### config.mk
export PLATFORM = sky130hd
export DESIGN_NAME = clk_div_gen_flat
export DESIGN_NICKNAME = d
export VERILOG_FILES = /design/src/rtl/clk_div_gen_if.sv /design/src/rtl/clk_div_gen.sv /design/src/flat_wrapper.sv
export SDC_FILE = /design/constraint.sdc
export NUM_CORES = 1
export LEC_CHECK = 0
export ABC_CLOCK_PERIOD_IN_PS = 6620
export BUFFER_PORTS_ARGS = -buffer_cell sky130_fd_sc_hd__buf_2
export CORE_MARGIN = 8
export CORE_UTILIZATION = 33
export CTS_CLUSTER_SIZE = 40
export DETAILED_ROUTE_END_ITERATION = 10
export GPL_TIMING_DRIVEN = 0
export HOLD_SLACK_MARGIN = 0.08
export MAX_ROUTING_LAYER = met4
export SYNTH_ARGS = -nofsm -noshare
export SYNTH_HDL_FRONTEND = slang
export SYNTH_SLANG_ARGS = --single-unit
### constraint.sdc
create_clock -name clk -period 6.62 [get_ports clk]
set_input_delay 0.331 -clock clk [delete_from_list [all_inputs] [get_ports clk]]
set_output_delay 0.331 -clock clk [all_outputs]
set_load 0.03 [all_outputs]
### src/rtl/clk_div_gen_if.sv
// clk_div_gen_if: run/load control and tick/clock status bundle for clk_div_gen
interface clk_div_gen_if #(
    parameter int CNT_W  = 16,
    parameter int TICK_W = 32
);
    logic              en;
    logic              div_load;
    logic [CNT_W-1:0]  div_in;
    logic              div_ack;
    logic              div_err;
    logic              tick;
    logic              clk_out;
    logic [TICK_W-1:0] tick_count;
    logic              running;

    modport master (
        output en, div_load, div_in,
        input  div_ack, div_err, tick, clk_out, tick_count, running
    );

    modport slave (
        input  en, div_load, div_in,
        output div_ack, div_err, tick, clk_out, tick_count, running
    );
endinterface

### src/rtl/clk_div_gen.sv
// clk_div_gen: programmable divide-by-N tick and near-50% divided clock with
// glitch-free divisor reload at period boundaries
module clk_div_gen #(
    parameter int CNT_W       = 16,
    parameter int TICK_W      = 32,
    parameter int DEFAULT_DIV = 2
) (
    input  logic         clk,
    input  logic         reset,
    clk_div_gen_if.slave bus
);
    typedef enum logic {IDLE, RUN} state_t;

    state_t            r_state, w_state;
    logic [CNT_W-1:0]  r_cnt, w_cnt, r_div, w_div, r_shadow, w_shadow, w_lshadow;
    logic              r_pending, w_pending, w_lpending;
    logic              r_tick, w_tick, r_clk, w_clk, r_ack, w_ack, r_err, w_err;
    logic [TICK_W-1:0] r_tc, w_tc;
    logic              w_ok, w_wrap;
    logic [CNT_W:0]    w_half;

    always_ff @(posedge clk) begin
        if (reset) begin
            r_state   <= IDLE;
            r_cnt     <= '0;
            r_div     <= CNT_W'(DEFAULT_DIV);
            r_shadow  <= CNT_W'(DEFAULT_DIV);
            r_pending <= 1'b0;
            r_tick    <= 1'b0;
            r_clk     <= 1'b0;
            r_ack     <= 1'b0;
            r_err     <= 1'b0;
            r_tc      <= '0;
        end else begin
            r_state   <= w_state;
            r_cnt     <= w_cnt;
            r_div     <= w_div;
            r_shadow  <= w_shadow;
            r_pending <= w_pending;
            r_tick    <= w_tick;
            r_clk     <= w_clk;
            r_ack     <= w_ack;
            r_err     <= w_err;
            r_tc      <= w_tc;
        end
    end

    // A load landing on the wrap or exit edge is folded into that same boundary
    always_comb begin
        w_ok       = bus.div_load && bus.div_in >= CNT_W'(2);
        w_lshadow  = w_ok ? bus.div_in : r_shadow;
        w_lpending = r_pending || w_ok;
        w_wrap     = r_cnt == r_div - CNT_W'(1);
        w_state    = r_state;
        w_cnt      = '0;
        w_div      = r_div;
        w_shadow   = r_shadow;
        w_pending  = r_pending;
        w_tick     = 1'b0;
        w_tc       = r_tc;
        w_ack      = 1'b0;
        w_err      = bus.div_load && !w_ok;
        if (r_state == IDLE) begin
            w_state = bus.en ? RUN : IDLE;
            w_div   = w_ok ? bus.div_in : r_div;
            w_ack   = w_ok;
        end else if (!bus.en || w_wrap) begin
            w_state   = bus.en ? RUN : IDLE;
            w_div     = w_lpending ? w_lshadow : r_div;
            w_shadow  = w_lshadow;
            w_pending = 1'b0;
            w_ack     = w_lpending;
            w_tick    = bus.en;
            w_tc      = r_tc + TICK_W'(bus.en);
        end else begin
            w_cnt     = r_cnt + CNT_W'(1);
            w_shadow  = w_lshadow;
            w_pending = w_lpending;
        end
        w_half = ({1'b0, w_div} + (CNT_W+1)'(1)) >> 1;
        w_clk  = w_state == RUN && {1'b0, w_cnt} < w_half;
    end

    assign bus.tick       = r_tick;
    assign bus.clk_out    = r_clk;
    assign bus.div_ack    = r_ack;
    assign bus.div_err    = r_err;
    assign bus.tick_count = r_tc;
    assign bus.running    = r_state == RUN;
endmodule
### src/flat_wrapper.sv
// flat-port wrapper written by rule: the top's interface ports become plain ports
module clk_div_gen_flat 
#(
    parameter int CNT_W       = 16,
    parameter int TICK_W      = 32,
    parameter int DEFAULT_DIV = 2
)
  (clk, reset, bus_en, bus_div_load, bus_div_in, bus_div_ack, bus_div_err, bus_tick, bus_clk_out, bus_tick_count, bus_running);
  clk_div_gen_if #(.CNT_W(CNT_W), .TICK_W(TICK_W)) bus_i ();
  input  logic clk;
  input  logic reset;
  input wire logic [$bits(bus_i.en)-1:0] bus_en;
  input wire logic [$bits(bus_i.div_load)-1:0] bus_div_load;
  input wire logic [$bits(bus_i.div_in)-1:0] bus_div_in;
  output wire logic [$bits(bus_i.div_ack)-1:0] bus_div_ack;
  output wire logic [$bits(bus_i.div_err)-1:0] bus_div_err;
  output wire logic [$bits(bus_i.tick)-1:0] bus_tick;
  output wire logic [$bits(bus_i.clk_out)-1:0] bus_clk_out;
  output wire logic [$bits(bus_i.tick_count)-1:0] bus_tick_count;
  output wire logic [$bits(bus_i.running)-1:0] bus_running;
  assign bus_i.en = bus_en;
  assign bus_i.div_load = bus_div_load;
  assign bus_i.div_in = bus_div_in;
  assign bus_div_ack = bus_i.div_ack;
  assign bus_div_err = bus_i.div_err;
  assign bus_tick = bus_i.tick;
  assign bus_clk_out = bus_i.clk_out;
  assign bus_tick_count = bus_i.tick_count;
  assign bus_running = bus_i.running;
  clk_div_gen #(.CNT_W(CNT_W), .TICK_W(TICK_W), .DEFAULT_DIV(DEFAULT_DIV)) u_core (.clk(clk), .reset(reset), .bus(bus_i));
endmodule
# Word level (Yosys, flattened, before mapping)
# Cells that the tools add are included.
# Widths: inputs -> output; s select.
# word_totals
register_bits	86
# op_classes
n_addsub	4
magnitude_cmp	2
eq_ne	1
n_mux	13
bitwise	2
reduce_logical	9
# op_table
op	n
$mux 16	7
$add 32x1->32	1
$add 16x1->17 const B	1
$add 16x1->16 const B	1
$eq 16x16->1	1
$ge 16x2->1 const B	1
$lt 16x16->1	1
$sub 16x1->16 const B	1
$mux 1	6
$logic_and 1x1->1	3
$reduce_or 3->1	1
$logic_not 1->1	2
$logic_or 1x1->1	2
$not 1->1	2
$reduce_and 2->1	1

# Longest topological paths before layout
# Gate-level depths: netlist of the first run.
# depth
ltp_word	9
depth_mapped	23
mapped_depth_nobuf	21

# Least setup slack after synthesis of the first run
# OpenSTA, ideal clock, no wires.
# synth_timing
path_type	register -> register
startpoint	reg u_core.r_div[0]
endpoint	reg u_core.r_clk (netlist: u_core.bus.clk_out)
setup_time_ps	74
arrival_ps	4588
t_required_ps	6546
slack_ps	1958
stages_incl_launch_ff	23
path_buffers	1
synth_period_minus_slack_ps	4662
cell_sequence	dfxtp_1 -> inv_1 -> ha_1 -> or4b_2 -> xnor2_1 -> a2bb2oi_1 -> o32a_1 -> o41ai_4 -> o21ai_2 -> buf_6 -> a221oi_1 -> inv_1 -> ha_1 -> and2_1 -> nand3_2 -> nor4_1 -> xor2_1 -> ha_1 -> a21o_1 -> a21o_1 -> a21oi_1 -> o2111ai_1 -> a31oi_1
# synth_via
elab_chain_cells	8
elab_cells_between_ends	14
cone_classes	add/sub: 2; order compare: 1; eq/ne: 1; mux: 8; reduce/logical: 2
# synth_rtl
element	line	rtl
start, declared	clk_div_gen.sv:15	logic [CNT_W-1:0] r_cnt, w_cnt, r_div, w_div, r_shadow, w_shadow, w_lshadow;
start signal, assigned	clk_div_gen.sv:26	r_div <= CNT_W'(DEFAULT_DIV);
start signal, assigned	clk_div_gen.sv:37	r_div <= w_div;
$sub 16x1->16	clk_div_gen.sv:53	w_wrap = r_cnt == r_div - CNT_W'(1);
$eq 16x16->1	clk_div_gen.sv:53	
$logic_or 1x1->1	clk_div_gen.sv:67	end else if (!bus.en || w_wrap) begin
$mux 16	clk_div_gen.sv:67	
$mux 16 *	clk_div_gen.sv:63	if (r_state == IDLE) begin
net u_core.w_div[0]	clk_div_gen.sv:15	
$add 16x1->17 *	clk_div_gen.sv:80	w_half = ({1'b0, w_div} + (CNT_W+1)'(1)) >> 1;
$lt 16x16->1 *	clk_div_gen.sv:81	w_clk = w_state == RUN && {1'b0, w_cnt} < w_half;
$logic_and 1x1->1 *	clk_div_gen.sv:81	
end signal, assigned	clk_div_gen.sv:41	r_clk <= w_clk;
end, declared	clk_div_gen.sv:17	logic r_tick, w_tick, r_clk, w_clk, r_ack, w_ack, r_err, w_err;
# Mark *: on every way through the listed nets, which the timed path passes. The rest lies on a longest branch.
# A chain may end at the register's enable or synchronous reset.

# Worst setup path after layout of the first run
# Same ends and word-level chain as after synthesis.

==> results.md, run 1 <==
Routing:
- In this run, the number of DRC markers left after iteration 0 of detailed routing was roughly 300.
- After detailed routing, the total wire length is roughly 14000 um.
- The detail route stage leaves a number of antenna-violating nets equal to 0.
- Dividing the detail-routed wire length by the instance count gives between 15 and 20 um.
- The first-pass iteration count of the detailed router is 5.
- The detailed router placed 4539 vias in this run.
- Using the TritonRoute via totals, the vias-per-cell ratio works out to 5.21.
- In the routed design, unresolved DRC markers number 0.

Clock tree:
- The number of CTS-inserted buffers is 9.
- The clock sink count is 86.
- The maximum level of the CTS H-tree is 3.
- The number of buffers added to fix hold violations after cts is 0.
- The library cell used as clock root buffer is sky130_fd_sc_hd__clkbuf_16.
- Counting along the longest clock path gives a buffer depth of 2.
- The register clock-pin slew on the reported worst setup and hold paths is 0.06 ns.
- Clock latency on the worst-skew pair, taken at its later pin, is 0.35 ns.
- The number of gates resized after CTS is 0.
- Once the clock tree was built, the setup fixing pass inserted 0 buffers.
- The CTS tree is done.

Cells and area:
- Summing all non-filler instances in the final layout gives an area of just under 0.006 mm^2.
- Relative to the synthesized area, the layout overhead comes to 16.7%.
- Measured on the finished design, the core utilization comes to 38.8%.
- At the end of the flow, the number of nets in the layout was 718.
- Of the cells placed in the final design, the portion with a size suffix greater than 1 is 13.8%.
- The number of diodes added for antenna fixing is 0.
- Once layout is complete, the cells apart from fillers number 871.

Placement:
- The number of placed instances with taps included is 855.
- The congestion estimate from routability-driven global placement came to 0.855.
- After detailed placement, the total cell area comes to 0.00550 mm^2.
- The half-perimeter wire length after detailed placement is 10700 um.
- The total of buffers placed on input and output ports is 56.

Setup path:
- The worst setup path is launched from a flip-flop.
- The cell repeated most along the worst path is sky130_fd_sc_hd__ha_1.
- Walking the worst path, the cells encountered are inv_1 > ha_1 > clkbuf_1 > nand3_1 > xnor2_1 > or4_4 > o41ai_4 > o21ai_2 > buf_6 > a221oi_1 > inv_1 > ha_1 > and2_1 > nand3_2 > nor4_1 > xor2_1 > ha_1 > a21o_1 > a21o_1 > a21oi_1 > o2111ai_1 > a31oi_1.
- Of all nets on the critical path, the largest fanout is 10.
- The cell type of the slowest stage on the worst timing path is sky130_fd_sc_hd__o41ai_4.
- At the worst endpoint, the required time is between 6 and 7 ns.
- The worst flop-to-flop path startpoint is u_core.r_div[0].
- At the worst endpoint, the arrival time is 5.95 ns.
- The critical path in this run is classified as flip-flop to flip-flop.
- The cell family contributing the most delay on the critical path is compound AO/OA/AOI/OAI gates.
- The kind of capture point of the worst setup path is a flip-flop.
- On the worst path, the slowest cell contributes a delay of 0.64 ns.
- The worst path buffer plus inverter count is 4.
- The critical path starts at u_core.r_div[0].

Floorplan:
- The die outline area is ~0.019 mm^2.
- The initialized floorplan defines 45 standard-cell rows.
- The height of the die is 139 um.
- The core area is approximately 0.015 mm^2.
- The starting density of the core is 33.3%.
- The number of top-level pins is 57.
- The die span in x is 139 um.

STA:
- After layout, the worst path uses 85.7% of the clock period.
- The number of max-slew violations in the final report is 0.
- The slew at the pin closest to its max-slew limit is approximately 0.97 ns.
- Setup repair after global routing left no endpoint under its margin.
- The maximum achievable frequency is about 180 MHz.
- The headroom to the max-slew limit is a little over a third.
- Setup violations remaining at the end of the flow were counted as 0.
- The clock period could shrink to between 5 and 6 ns.
- The worst clock skew is 0.00708 ns.
- The final hold violation count came to 0.
- The final setup TNS is 0 ns.

Synthesis:
- The flop and latch count out of synthesis is 86.
- The synthesized design spends more area on one cell type than any other, namely sky130_fd_sc_hd__dfxtp_1.
- The netlist uses 65 different library cells.
- Among all cell types in the netlist, the one instantiated most often is sky130_fd_sc_hd__dfxtp_1.
- The cell count after synthesis came out at 611.
- The synthesized area per cell is 8.15 um^2.
- The commonest cells after synthesis are sky130_fd_sc_hd__dfxtp_1 (86), sky130_fd_sc_hd__nor2_1 (80), sky130_fd_sc_hd__nand2_1 (57).
- In the post-synthesis netlist, the biggest area contributors are sky130_fd_sc_hd__dfxtp_1 (35%), sky130_fd_sc_hd__xor2_1 (6.9%), sky130_fd_sc_hd__nor2_1 (6.0%), sky130_fd_sc_hd__xnor2_1 (6.0%), sky130_fd_sc_hd__ha_1 (5.0%).
- The area fraction of the dominant cell type after synthesis is 34.6%.
- The top flip-flop cell by instance count after synthesis is sky130_fd_sc_hd__dfxtp_1.
- The share of async-settable or async-resettable flops after synthesis is 0%.
- The post-synthesis instance area is 0.00498 mm^2.
- For this run, the register share of the synthesized area comes to 34.6%.
- Synthesis produced a netlist with a net count of 651.
- The number of warnings reported in the yosys synthesis log is 0.
- The synthesized design contains 0 enable-type register cells.

Global routing:
- The total grt overflow is 0.
- The maximum number of pins on one net before global-route repair is 15.
- The number of antenna violations at the first check in global routing is 0.
- The overall global routing resource usage is 14.7%.
- The wire length of the first global-routing pass is roughly 22000 um.
- The via count of the first global-routing pass is around 4200.

Status:
- The run finished with clean final reports.

Power:
- The leakage power of the design is 0.00233 uW.
- For this design the ratio of total power to cell area is 216 mW/mm^2.
- The worst supply voltage drop on vdd is 0.130 mV.

Flow run:
- The tool flagged a number of max-cap violations equal to 0.

Min path:
- The min-delay analysis places its worst path in the category primary input to flip-flop.
- The worst hold path begins at bus_div_in[12].
cells by family (layout without fill, tap and decap cells):
kind of cell | Yosys count | after routing | share of synthesized area (%)
XOR/XNOR | 74 | 74 | 13.3
AND/OR/NAND/NOR | 284 | 284 | 29.0
buffers and inverters | 46 | 118 | 3.87
AO/OA/AOI/OAI | 99 | 99 | 13.9
adder cells (fa/ha/maj) | 20 | 20 | 5.02
multiplexers | 2 | 2 | 0.402
flip-flops | 86 | 86 | 34.6
layout by cell type, fill, tap and decap left out, types with 3 or more instances in the layout:
master / n
sky130_fd_sc_hd__clkbuf_1: 26
sky130_fd_sc_hd__a21oi_1: 40
sky130_fd_sc_hd__ha_1: 20
sky130_fd_sc_hd__nand3_1: 37
sky130_fd_sc_hd__nor4_1: 6
sky130_fd_sc_hd__xor2_1: 39
sky130_fd_sc_hd__a211oi_1: 3
sky130_fd_sc_hd__dfxtp_1: 86
sky130_fd_sc_hd__o22ai_1: 3
sky130_fd_sc_hd__nand4_1: 12
sky130_fd_sc_hd__and4_1: 4
sky130_fd_sc_hd__a31oi_1: 5
sky130_fd_sc_hd__xnor2_1: 34
sky130_fd_sc_hd__nor3_1: 30
sky130_fd_sc_hd__a221oi_1: 8
sky130_fd_sc_hd__buf_2: 57
sky130_fd_sc_hd__nand2b_1: 5
sky130_fd_sc_hd__nand3_2: 3
sky130_fd_sc_hd__o21ai_0: 9
sky130_fd_sc_hd__nand2_1: 57
sky130_fd_sc_hd__or3_1: 6
sky130_fd_sc_hd__and3_1: 21
sky130_fd_sc_hd__nor2b_1: 7
sky130_fd_sc_hd__a21o_1: 7
sky130_fd_sc_hd__buf_1: 3
sky130_fd_sc_hd__nor2_1: 80
sky130_fd_sc_hd__inv_1: 15
sky130_fd_sc_hd__clkbuf_16: 9
sky130_fd_sc_hd__o2111ai_1: 3
worst reg2reg max path, stage by stage (launching register included):
cell and delay [ns]:
sky130_fd_sc_hd__dfxtp_1 0.35, sky130_fd_sc_hd__inv_1 0.07, sky130_fd_sc_hd__ha_1 0.24, sky130_fd_sc_hd__clkbuf_1 0.45, sky130_fd_sc_hd__nand3_1 0.16, sky130_fd_sc_hd__xnor2_1 0.18, sky130_fd_sc_hd__or4_4 0.57, sky130_fd_sc_hd__o41ai_4 0.64
sky130_fd_sc_hd__o21ai_2 0.17, sky130_fd_sc_hd__buf_6 0.19, sky130_fd_sc_hd__a221oi_1 0.51, sky130_fd_sc_hd__inv_1 0.10, sky130_fd_sc_hd__ha_1 0.22, sky130_fd_sc_hd__and2_1 0.18, sky130_fd_sc_hd__nand3_2 0.16, sky130_fd_sc_hd__nor4_1 0.08
sky130_fd_sc_hd__xor2_1 0.27, sky130_fd_sc_hd__ha_1 0.30, sky130_fd_sc_hd__a21o_1 0.16, sky130_fd_sc_hd__a21o_1 0.17, sky130_fd_sc_hd__a21oi_1 0.16, sky130_fd_sc_hd__o2111ai_1 0.12, sky130_fd_sc_hd__a31oi_1 0.17
report_power, final:
part           switching (uW)  internal (uW)
Clock                     213            332
Sequential               12.8            529
Combinational             108           61.3
Total                     333            923
metrics by stage:
stage | setup slack [ns] | total power, uW | hold slack, ns
4_1_cts | 0.975 | 1270 | 0.270
3_5_place_dp | 1.02 | 721 | 0.449
2_1_floorplan | 1.96 | 671 | 0.432
3_3_place_gp | 1.03 | 721 | 0.444
5_1_grt | 0.558 | 1310 | 0.282
6_report | 0.945 | 1260 | 0.277
flip-flops by register name, summed over array words and instances, names as in the netlist:
signal	count
u_core.bus.div_ack	1
u_core.bus.div_err	1
u_core.r_div	16
u_core.bus.clk_out	1
u_core.bus.tick	1
u_core.bus.tick_count	32
u_core.bus.running	1
u_core.r_pending	1
u_core.r_shadow	16
u_core.r_cnt	16
final timing paths:
path / end / slack, ns / cells after the start
setup / recovery: u_core.bus.clk_out / 0.94 / 22
hold / removal: u_core.r_shadow[12] / 0.28 / 3
setup reg to reg: u_core.bus.clk_out / 0.94 / 22
hold reg to reg: u_core.r_shadow[5] / 0.46 / 2
per-layer routing:
| layer | routed length (um) | up-vias | GRT usage (%) |
|---|---|---|---|
| met5 | 0 | - | - |
| met2 | 6310 | 111 | 22.3 |
| met3 | 696 | 19 | 3.37 |
| li1 | - | 2289 | - |
| met1 | 6850 | 2120 | 19.0 |
| met4 | 197 | 0 | 4.62 |
cell type report:
cell class / instances / area [um^2]
fill: 1562 / 9160
multi-input combinational: 479 / 3070
buffer: 31 / 136
clock buffer: 11 / 233
timing repair buffer: 56 / 280
sequential: 86 / 1720
inverter: 15 / 56.3
clock inverter: 5 / 82.6
tap: 188 / 235
Note: power is estimated with default switching activity, not from simulation.
==> run 2, diff against run 1 <==
--- a/config.mk
+++ b/config.mk
@@ -14,6 +14,7 @@
 export GPL_TIMING_DRIVEN = 0
 export HOLD_SLACK_MARGIN = 0.08
 export MAX_ROUTING_LAYER = met4
+export REMOVE_ABC_BUFFERS = 1
 export SYNTH_ARGS = -nofsm -noshare
 export SYNTH_HDL_FRONTEND = slang
 export SYNTH_SLANG_ARGS = --single-unit
==> run 2 against run 1 <==
Net effect:
- power shrank 3.5%
- clock skew grew 0.0021 ns
- fmax down 6.2%
- highest routed layer unchanged
- clock power shrank 5.7%
- critical endpoint unchanged
- final area fell by 2.5%
- largest cell class unchanged
- setup slack lost 0.38 ns
- sequential cell count unchanged
==> results.md, run 2 (synthesized netlist as in run 1, its figures left out) <==
Status:
- The flow ran to the end, and the final reports show no timing, DRC or antenna violations.

Placement:
- In this run the tool buffered the top-level ports with 56 buffer cells.
- The routability congestion estimate is 0.887.
- The post-place setup slack is 0.605 ns.
- The half-perimeter wire length after detailed placement is 9530 um.

Clock tree:
- The later pin in the worst-skew pair is clocked with a latency of 0.34 ns.
- CTS placed an instance of sky130_fd_sc_hd__clkbuf_16 at the clock tree root.
- After clock tree synthesis, the flow added hold-fix buffers numbering 0.
- In this run, post-CTS repair resized a total of 0 instances.
- The clock sink count is 86.
- Clock tree synthesis inserted a total of 9 buffers.
- The number of buffers added for setup after CTS is 0.
- After clock tree synthesis, the clock-pin slew on the worst setup and hold paths is around 0.060 ns.
- The longest clock path from root to sink contains 2 buffers.
- The CTS tree is done.
- The clock tree synthesis step divided the H-tree into 3 levels.

Floorplan:
- The starting density of the core is about a third.
- The number of top-level pins is between 50 and 60.
- The height of the die is between 100 and 150 um.
- The die span in x is about 140 um.
- The floorplan has 45 rows.
- The core area is 0.0150 mm^2.
- The die outline area is 0.0193 mm^2.

STA:
- The share of the cycle needed by the critical path after routing is 91.4%.
- Counting I/O delays and the setup requirement, the final critical path takes about 6 ns.
- The final hold violation count is 0.
- The number of max-slew violations in the final report is 0.
- The slew at the pin closest to its max-slew limit is 1.22 ns.
- Measured against its own limit, the worst slew margin works out to 18.4%.
- Across the routed clock network, the largest skew measured is 0.00917 ns.
- Adding up every negative setup slack in the final design gives 0 ns.
- The worst slack on hold paths is 0.273 ns.
- Setup repair after global routing left no endpoint under its margin.
- The final worst slack is 0.569 ns.
- Setup violations remaining at the end of the flow were counted as 0.
- The maximum achievable frequency is 165 MHz.

Setup path:
- For this design, the slowest cell found on the critical path is sky130_fd_sc_hd__nand2_1.
- The critical path launch point type is a flip-flop.
- The worst path buffer plus inverter count is 1.
- The kind of cell with the highest combined delay along the critical path is simple AND/OR/NAND/NOR gates.
- In this run the worst path has a maximum fanout of 34.
- At the worst endpoint, the arrival time is 6.31 ns.
- At the worst endpoint, the required time is 6.88 ns.
- STA classifies the critical path endpoint as a flip-flop.
- The largest stage delay on the critical path is 0.74 ns.
- The critical path goes through inv_1 > ha_1 > or4b_2 > xnor2_1 > a2bb2oi_1 > o32a_1 > o41a_4 > nand2_1 > a32o_2 > nor3_4 > nand3_2 > nor4_1 > xor2_1 > ha_1 > nand4_1 > nor3_1 > a211oi_1 > o2111ai_1 > a31oi_1.
- The cell that appears most often on the critical path is sky130_fd_sc_hd__ha_1.
- The setup path with the least slack is of type flip-flop to flip-flop.

Cells and area:
- The flip-flop count of the largest register after layout is 32.
- The number of nets in the layout is 687.
- Counting the fill cells in the layout gives 1552.
- The area added between synthesis and finish is 13.7%.
- The most common library cell in the layout ignoring fill and taps is sky130_fd_sc_hd__dfxtp_1.
- The layout cell share with drive strength beyond 1 is 14.1%.
- The repair_antennas step left the layout with diodes totalling 0.
- The top cell types in the final layout, fill and taps aside, are sky130_fd_sc_hd__dfxtp_1 (85), sky130_fd_sc_hd__nor2_1 (80), sky130_fd_sc_hd__nand2_1 (57).

Global routing:
- After global routing the overflow that remains totals 0.
- The via count of the first global-routing pass is 4449.
- Global routing used 2.48% of the available met3 tracks.
- Global routing consumed, over all layers together, 13.8% of the routing resources.
- The number of antenna violations at the first check in global routing is 0.
- The global-route layer with the greatest usage is met2.
- The wire length of the first global-routing pass is 21700 um.
- For this run, global-route usage on met1 was measured as 16.3%.
- The maximum number of pins on one net before global-route repair is 85.
- In the global route stage, met2 resource usage came out at 22.5%.

Routing:
- Using the TritonRoute via totals, the vias-per-cell ratio works out to between 5 and 6.
- After detailed routing, the total wire length is 12900 um.
- The via count is 4509.
- The DRC violations left is 0.
- The detail route stage leaves a number of antenna-violating nets equal to 0.
- The first detailed-routing pass ran for 5 iterations.
- After detailed routing, the average wire length per cell comes to 15.3 um.
- In this run, the number of DRC markers left after iteration 0 of detailed routing was 238.

Flow run:
- Across the run, the number of max-cap violations was 0.

Power:
- The share of total power dissipated in the clock network is 42.4%.
- Net switching is 27.3% of the power.
- The completed layout was analyzed and its total power is between 1000 and 1500 uW.
- Summed over all nets, the switching power comes to about 330 uW.
- In this run, the combinational gates consume 12.4% of the power.
- Of the total power, registers draw 45.2%.
- Across the VDD grid, the largest voltage drop is approximately 0.15 mV.
- The internal portion of total power is 881 uW.
- For this design the ratio of total power to cell area is between 200 and 250 mW/mm^2.
- The leakage power of the design is around 0.0023 uW.

Min path:
- The type of the worst min-delay path is primary input to flip-flop.
[run 2: path summary, 6_finish.rpt]
check	from	cells past startpoint	end	slack [ns]
max reg2reg	u_core.r_div[0]	19	u_core.bus.clk_out	0.57
min reg2reg	u_core.r_shadow[0]	2	u_core.r_shadow[0]	0.46
max	u_core.r_div[0]	19	u_core.bus.clk_out	0.57
min	bus_div_in[0]	3	u_core.r_shadow[0]	0.27
[run 2: area by class of cell]
type                    count  area (um^2)  area share [%]
clock buffers              10          229            4.04
clock inverters             6         71.3            1.26
inverters                  15         56.3           0.994
multi-input cells         479         3070            54.2
flip-flops and latches     86         1720            30.4
well taps                 188          235            4.15
repair buffers             56          283            4.99
[run 2: power by group through the flow]
| stage | Clock (uW) | Combinational [uW] | Sequential (uW) |
|---|---|---|---|
| after floorplan | 0 | 103 | 556 |
| after global placement | 0 | 144 | 559 |
| after detailed placement | 0 | 149 | 559 |
| after CTS | 527 | 150 | 548 |
| after global routing | 552 | 167 | 550 |
| final | 514 | 150 | 549 |
[run 2: worst register-to-register path, delay by kind of cell, from the launching register on]
family	cells	cell delay, ns
flops	1	0.37
fa+ha+maj	2	0.76
compound gates	7	2.03
simple gates	7	2.36
xor+xnor	2	0.37
buf+inv	1	0.08
[run 2: routing by layer]
layer	up-vias	routed length [um]	share of wire, %
li1	2230	-	-
met1	2155	5800	45
met2	93	6310	49
met3	31	356	2.8
met4	0	386	3.0
met5	-	0	0
[run 2: metrics by stage]
stage,std cells,cell area [um^2],utilization (%)
6_report,840,5670,37.8
5_1_grt,840,5670,37.8
4_1_cts,840,5660,37.8
3_5_place_dp,824,5360,35.8
3_3_place_gp,824,5360,35.8
2_1_floorplan,580,4850,-
